### src/rtl/adsr_envelope.sv
// Four-stage ADSR envelope generator. The accumulator steps once per sample_clock
// rising edge and its top bits drive the amplifier volume.
module adsr_envelope #(
  parameter int unsigned ACCBITS  = 16,
  parameter int unsigned VOLBITS  = 8,
  parameter int unsigned RATEBITS = 8
) (
  input  logic                clk,
  input  logic                reset,
  input  logic                sample_clock,
  input  logic                gate,
  input  logic [RATEBITS-1:0] attack,
  input  logic [RATEBITS-1:0] decay,
  input  logic [RATEBITS-1:0] sustain,
  input  logic [RATEBITS-1:0] rel,
  output logic [VOLBITS-1:0]  volume,
  output logic [2:0]          stage,
  output logic                active
);

  typedef enum logic [2:0] {
    IDLE    = 3'd0,
    ATTACK  = 3'd1,
    DECAY   = 3'd2,
    SUSTAIN = 3'd3,
    RELEASE = 3'd4
  } stage_t;

  localparam int unsigned W = ACCBITS + 1;
  localparam logic [ACCBITS-1:0] ACC_MAX = '1;

  stage_t               state, state_nx;
  logic [ACCBITS-1:0]   acc, acc_nx;
  logic                 sc_q, gate_q;
  logic                 tick, rise;
  logic [ACCBITS-1:0]   target;
  logic [RATEBITS-1:0]  down_rate;
  logic [W-1:0]         add_res, sub_res;

  assign tick      = sample_clock & ~sc_q;
  assign rise      = gate & ~gate_q;
  assign target    = {sustain, {(ACCBITS-RATEBITS){1'b0}}};
  assign down_rate = (state == DECAY) ? decay : rel;
  // Extra top bit carries overflow (add) or borrow (sub) so results clamp instead of wrapping.
  assign add_res   = {1'b0, acc} + W'(attack) + W'(1);
  assign sub_res   = {1'b0, acc} - W'(down_rate) - W'(1);

  always_ff @(posedge clk) begin
    if (reset) begin
      state  <= IDLE;
      acc    <= '0;
      sc_q   <= 1'b0;
      gate_q <= 1'b0;
    end else begin
      state  <= state_nx;
      acc    <= acc_nx;
      sc_q   <= sample_clock;
      gate_q <= gate;
    end
  end

  always_comb begin
    state_nx = state;
    acc_nx   = acc;
    if (rise) begin
      state_nx = ATTACK;
    end else if (!gate && (state == ATTACK || state == DECAY || state == SUSTAIN)) begin
      state_nx = RELEASE;
    end else if (tick) begin
      case (state)
        IDLE: acc_nx = '0;
        ATTACK: begin
          if (add_res >= {1'b0, ACC_MAX}) begin
            acc_nx   = ACC_MAX;
            state_nx = DECAY;
          end else begin
            acc_nx = add_res[ACCBITS-1:0];
          end
        end
        DECAY: begin
          if (sub_res[W-1] || sub_res[ACCBITS-1:0] <= target) begin
            acc_nx   = target;
            state_nx = SUSTAIN;
          end else begin
            acc_nx = sub_res[ACCBITS-1:0];
          end
        end
        SUSTAIN: acc_nx = target;
        RELEASE: begin
          if (sub_res[W-1] || sub_res[ACCBITS-1:0] == '0) begin
            acc_nx   = '0;
            state_nx = IDLE;
          end else begin
            acc_nx = sub_res[ACCBITS-1:0];
          end
        end
        default: begin
          acc_nx   = '0;
          state_nx = IDLE;
        end
      endcase
    end
  end

  assign volume = acc[ACCBITS-1 -: VOLBITS];
  assign stage  = state;
  assign active = (state != IDLE);

endmodule
### config.mk
export PLATFORM = sky130hd
export DESIGN_NAME = adsr_envelope
export DESIGN_NICKNAME = d
export VERILOG_FILES = /design/src/rtl/adsr_envelope.sv
export SDC_FILE = /design/constraint.sdc
export NUM_CORES = 1
export LEC_CHECK = 0
export BUFFER_PORTS_ARGS = -buffer_cell sky130_fd_sc_hd__buf_4
export CAP_MARGIN = 20
export CORE_AREA = 10 10 90 92
export CTS_BUF_LIST = sky130_fd_sc_hd__clkbuf_8
export CTS_CLUSTER_DIAMETER = 50
export DETAILED_ROUTE_END_ITERATION = 12
export DIE_AREA = 0 0 100 102
export GPL_TIMING_DRIVEN = 0
export PLACE_DENSITY = 0.78
export SYNTH_ARGS = -nofsm -noshare
export SYNTH_HDL_FRONTEND = slang
export SYNTH_SLANG_ARGS = --single-unit
### constraint.sdc
create_clock -name clk -period 8.9 [get_ports clk]
set_input_delay 1.335 -clock clk [delete_from_list [all_inputs] [get_ports clk]]
set_output_delay 1.335 -clock clk [all_outputs]
set_load 0.01 [all_outputs]
---- After elaboration in Yosys (flattened, before gate mapping) ----
Index checks and enable logic that the tools add are counted.
word-level totals
  register bits ........................... 21
  bits of input ports ..................... 36
cells by class
  add/sub/neg operators ................... 4
  magnitude comparators ................... 2
  equality and inequality tests ........... 15
  multiplexer cells ....................... 12
  bitwise gates (word level) .............. 7
  reductions and logical operators ........ 18
operator list
  operator                                                              number
  one-hot mux 16 bit (4 select lines)                                   1
  2-to-1 mux 16 bit                                                     3
  adder 16 x 8 -> 17 bit                                                1
  adder 17 x 1 -> 17 bit (second input constant)                        1
  greater-or-equal comparator 17 x 16 -> 1 bit (second input constant)  1
  subtractor 16 x 8 -> 17 bit                                           1
  subtractor 17 x 1 -> 17 bit (second input constant)                   1
  <= comparator 16 bit                                                  1
  logical NOT 16 bit                                                    1
  2-to-1 mux 3 bit                                                      5
  AND reduction 5 bit                                                   3
  one-hot mux 3 bit (4 select lines)                                    1
  != test 3 x 1 -> 1 bit (second input constant)                        3
  2-to-1 mux 8 bit                                                      1
  != test 4 x 2 -> 1 bit (second input constant)                        2
  equality test 3 x 2 -> 1 bit (second input constant)                  2
  != test 2 x 1 -> 1 bit (second input constant)                        3
  nonzero test 3 bit                                                    2
  NOT 1 bit                                                             5
  logical OR 1 bit                                                      4
  != test 4 bit (second input constant)                                 1
  OR reduction 2 bit                                                    2
  equality test 3 x 1 -> 1 bit (second input constant)                  1
  equality test 3 bit (second input constant)                           1
  other kinds (10)                                                      11

---- Longest topological paths before layout ----
  depth in word-level cells ............... 11
  depth in mapped cells ................... 23
  gate-level depth less buffers ........... 22

---- Worst setup path before layout ----
Ideal clock, no wire load.
  path type ............................... input to register
  start ................................... input port decay[6]
  end ..................................... register acc[9]
  setup time .............................. 141 ps
  arrival ................................. 4,561 ps
  path slack .............................. 4,198 ps
  cell stages on the path ................. 19
  cell sequence ........................... mux2i_1 -> ha_1 -> buf_2 -> a21o_1 -> a211o_1 -> a31oi_1 -> and2_1 -> nand3b_1 -> xor2_1 -> inv_1 -> ha_1 -> nand4_1 -> a21oi_1 -> a211oi_1 -> a21oi_1 -> nand3b_1 -> and2b_1 -> a222oi_1 -> a221oi_2
between the ends
  word-level cells in the longest chain between the ends .. 7
RTL lines
  element                                                            RTL line  text
  start, declared                                                    13        input logic [RATEBITS-1:0] decay,
  2-to-1 mux 8 bit *                                                 43        assign down_rate = (state == DECAY) ? decay : rel;
  subtractor 16 x 8 -> 17 bit *                                      46        assign sub_res = {1'b0, acc} - W'(down_rate) - W'(1);
  subtractor 17 x 1 -> 17 bit *                                      46
  <= comparator 16 bit / logical NOT 16 bit (equally long branches)  81, 90
  logical OR 1 bit, on equally long branches                         81, 90
  2-to-1 mux 16 bit, on equally long branches                        81, 90
  one-hot mux 16 bit (4 select lines) *                              70        case (state)
  end signal, assigned                                               56        acc <= acc_nx;
  end, declared                                                      33        logic [ACCBITS-1:0] acc, acc_nx;
Mark *: on every way between the ends. The rest lies on a longest branch, timed or not.
A chain may end at the register's enable or synchronous reset.

---- Worst setup path after layout ----
  start ................................... register state[2], in the netlist stage[2]
  end ..................................... register acc[9]
between the ends
  word-level cells in the longest chain between the ends .. 8
RTL lines
  element                                                            RTL line    text
  start, declared                                                    32          stage_t state, state_nx;
  start signal, assigned                                             55          state <= state_nx;
  equality test 3 x 2 -> 1 bit                                       43, 67, 70
  2-to-1 mux 8 bit                                                   43
  subtractor 16 x 8 -> 17 bit                                        46
  subtractor 17 x 1 -> 17 bit                                        46
  <= comparator 16 bit / logical NOT 16 bit (equally long branches)  81, 90
  logical OR 1 bit, on equally long branches                         81, 90
  2-to-1 mux 16 bit, on equally long branches                        81, 90
  one-hot mux 16 bit (4 select lines)                                70
Parallel ways exist; a longest one is shown, timed or not.

==> impl_metrics.toml <==
[drt]
first_pass_iters = 5
wl_per_cell_um = 17.2
viasPerCell = 6.27
drcViolationCount = 0
drt-initial-drc-count = 294
drtAntennaViolNets = 0
wl_um = 9020
vias = 3293

[worst_setup_path]
critical_path_class = "reg2reg"
crit_path_start_kind = "flip-flop"
required_ns = 9.02
reg2reg_slack_ns = 3.27
r2r.worst_path.cells = 21
crit_fanout = 10
reg2reg_from = "stage[2]$_SDFFE_PP0P_"
worstPathCellList = "inv_1 > nand2_1 > nor2_1 > mux2i_1 > ha_1 > a211oi_2 > o21ai_1 > a31oi_1 > and2_1 > nand3b_1 > xor2_1 > inv_1 > ha_1 > nand4_1 > a21oi_1 > a211oi_1 > a21oi_1 > nand3b_1 > and2b_1 > a222oi_1 > a221oi_2"
worst-path-buf-inv = 2
cp_top_family = "compound AO/OA/AOI/OAI gates"
critPathSlowestCell = "nor2_1"
timing.rr.end = "acc[9]$_SDFFE_PP0P_"
cp_data_arrival_time_ns = 5.75
cp_slowest_stage_delay_ns = 0.81
cp-end-kind = "flip-flop"

[synthesis]
yosys.area.top_type = "dfxtp_1"
synth_most_common_cell = "nand2_1"
syn_nets = 459
yosysTopAreaCellShare = 0.138
syn_avg_cell_area_um2 = 7.70
netlist_instances = 397
synthFlopType = "dfxtp_1"
yosys.cell_types.count = 77
synth_enable_flop_cells = 0
synth.area.top_cells = "dfxtp_1 14%, ha_1 9.8%, nand2_1 5.2%"
synthTopCellsByCount = "42 x nand2_1, 24 x ha_1, 24 x nor2_1, 21 x dfxtp_1, 20 x inv_1"
ys_seq_elements = 21
synth_area_um2 = 3060
synth-async-reset-ratio = 0
yosysSeqAreaShare = 0.138
ys.warnings.count = 0

[cts]
postCtsSetupBuffers = 0
cts_resized = 0
cts_max_level = 1
cts_tree = "built"
clockBufferDepth = 2
ctsRootBufferMaster = "clkbuf_8"
cts_hold_buffers = 0
numClockSinks = 21
cts_buffers = 3
insertion_delay_ns = 0.27
cts.clk_slew.worst_paths_ns = 0.09

[worst_hold_path]
hold_start = "gate_q$_SDFF_PP0_"
hold_class = "reg2reg"
whs_path_depth = 3
hold_end = "stage[0]$_SDFFE_PP0P_"

[timing]
fmax_mhz = 178
min_period_ns = 5.63
fin_skew_ns = 0.0105
grt_setup_unrepaired = "false"
tns_ns = 0
setup_viol = 0
slew_violations = 0
finalHoldViolations = 0
slew_headroom = 0.288
period_share = 0.633
hold_slack_ns = 0.549
tightest_slew_ns = 1.06

[finish]
utilization = 0.566
diodes = 0
final_layout_size_suffix_gt1_frac = 0.214
final_net_count = 511
syn2layout_area_growth_pct = 16.2
final_area_um2 = 3550

[grt]
grt_pass1_wl_um = 14600
track_usage = 0.169
grt_pass1_vias = 3037
grt_max_degree = 12
antenna_found_initial = 0
gr-total-overflow = 0

[placed_design]
placed_area_um2 = 3510
port_buffers = 47
dp_hpwl_um = 7270
gp_congestion = 0.924

[floorplanning]
core_um2 = 6280
rows = 29
dieArea_um2 = 10200
die_y_um = 102
ios = 48
initial_core_util = 0.487
die_w_um = 100

[outcome]
status = "finished, final reports clean"

[power]
ir_drop_mv = 0.0429
p_per_area_nw_per_um2 = 61.9
leakage_uw = 0.00152

[job]
maxCapViolCount = 0
state kept, by name, indices dropped and copies added, names as in the netlist:
| name | cells |
|---|---|
| sc_q | 1 |
| gate_q | 1 |
| stage | 3 |
| acc | 16 |
area by class of cell:
type	count	area [um^2]
fill	614	2730
multi-input combinational	329	2410
sequential	21	420
timing repair buffer	47	353
buffer	27	151
tap	77	96.3
inverter	20	75.1
clock buffer	3	41.3
clock inverter	1	3.75
worst max-delay path by stage:
stage	from	to	cells after the start
floorplan	decay[6]	acc[9]$_SDFFE_PP0P_	19
global placement	stage[2]$_SDFFE_PP0P_	acc[9]$_SDFFE_PP0P_	21
detailed placement	stage[2]$_SDFFE_PP0P_	acc[9]$_SDFFE_PP0P_	21
CTS	stage[2]$_SDFFE_PP0P_	acc[9]$_SDFFE_PP0P_	21
global route	stage[2]$_SDFFE_PP0P_	acc[9]$_SDFFE_PP0P_	21
finish	stage[2]$_SDFFE_PP0P_	acc[9]$_SDFFE_PP0P_	21
cells in the final DEF (no fill, tap or decap), drive strengths merged, types with 7 or more instances in the layout:
cell type,count
nand2,43
nor3,8
ha,24
inv,21
nor2b,13
a221oi,7
o21ai,25
nand3,7
a211oi,9
nor2,25
a21oi,17
a21o,8
nand4,9
buf,65
clkbuf,12
o21a,7
dfxtp,21
mux2i,11
o211ai,19
worst min-delay path, stage by stage (launching register included):
cell,delay (ns)
dfxtp_1,0.34
nand2_1,0.05
nand2_1,0.05
mux2i_1,0.06
report_power, final:
part           total, uW  switching (uW)  internal (uW)
Clock               64.1            33.2           30.8
Sequential          95.6           0.730           94.8
Combinational       60.3            32.2           28.1
Total                220            66.2            154
routing by layer:
layer,share of wire,global-route usage
met1,0.44,0.220
met2,0.48,0.285
met3,0.070,0.0202
met4,0.013,0.0500
met5,0,0
cell families after synthesis:
logic type | share of synthesized area
adder cells (fa/ha/maj) | 0.111
AO/OA/AOI/OAI | 0.343
AND/OR/NAND/NOR | 0.257
flip-flops | 0.138
multiplexers | 0.0397
XOR/XNOR | 0.0368
buffers and inverters | 0.0741
stage by stage:
stage	worst slack (ns)	total power (uW)	cells
2_1_floorplan	4.20	134	397
3_3_place_gp	3.47	155	521
3_5_place_dp	3.37	157	521
4_1_cts	3.32	218	525
5_1_grt	2.90	229	525
6_report	3.27	220	525
Note: power is estimated with default switching activity, not from simulation.
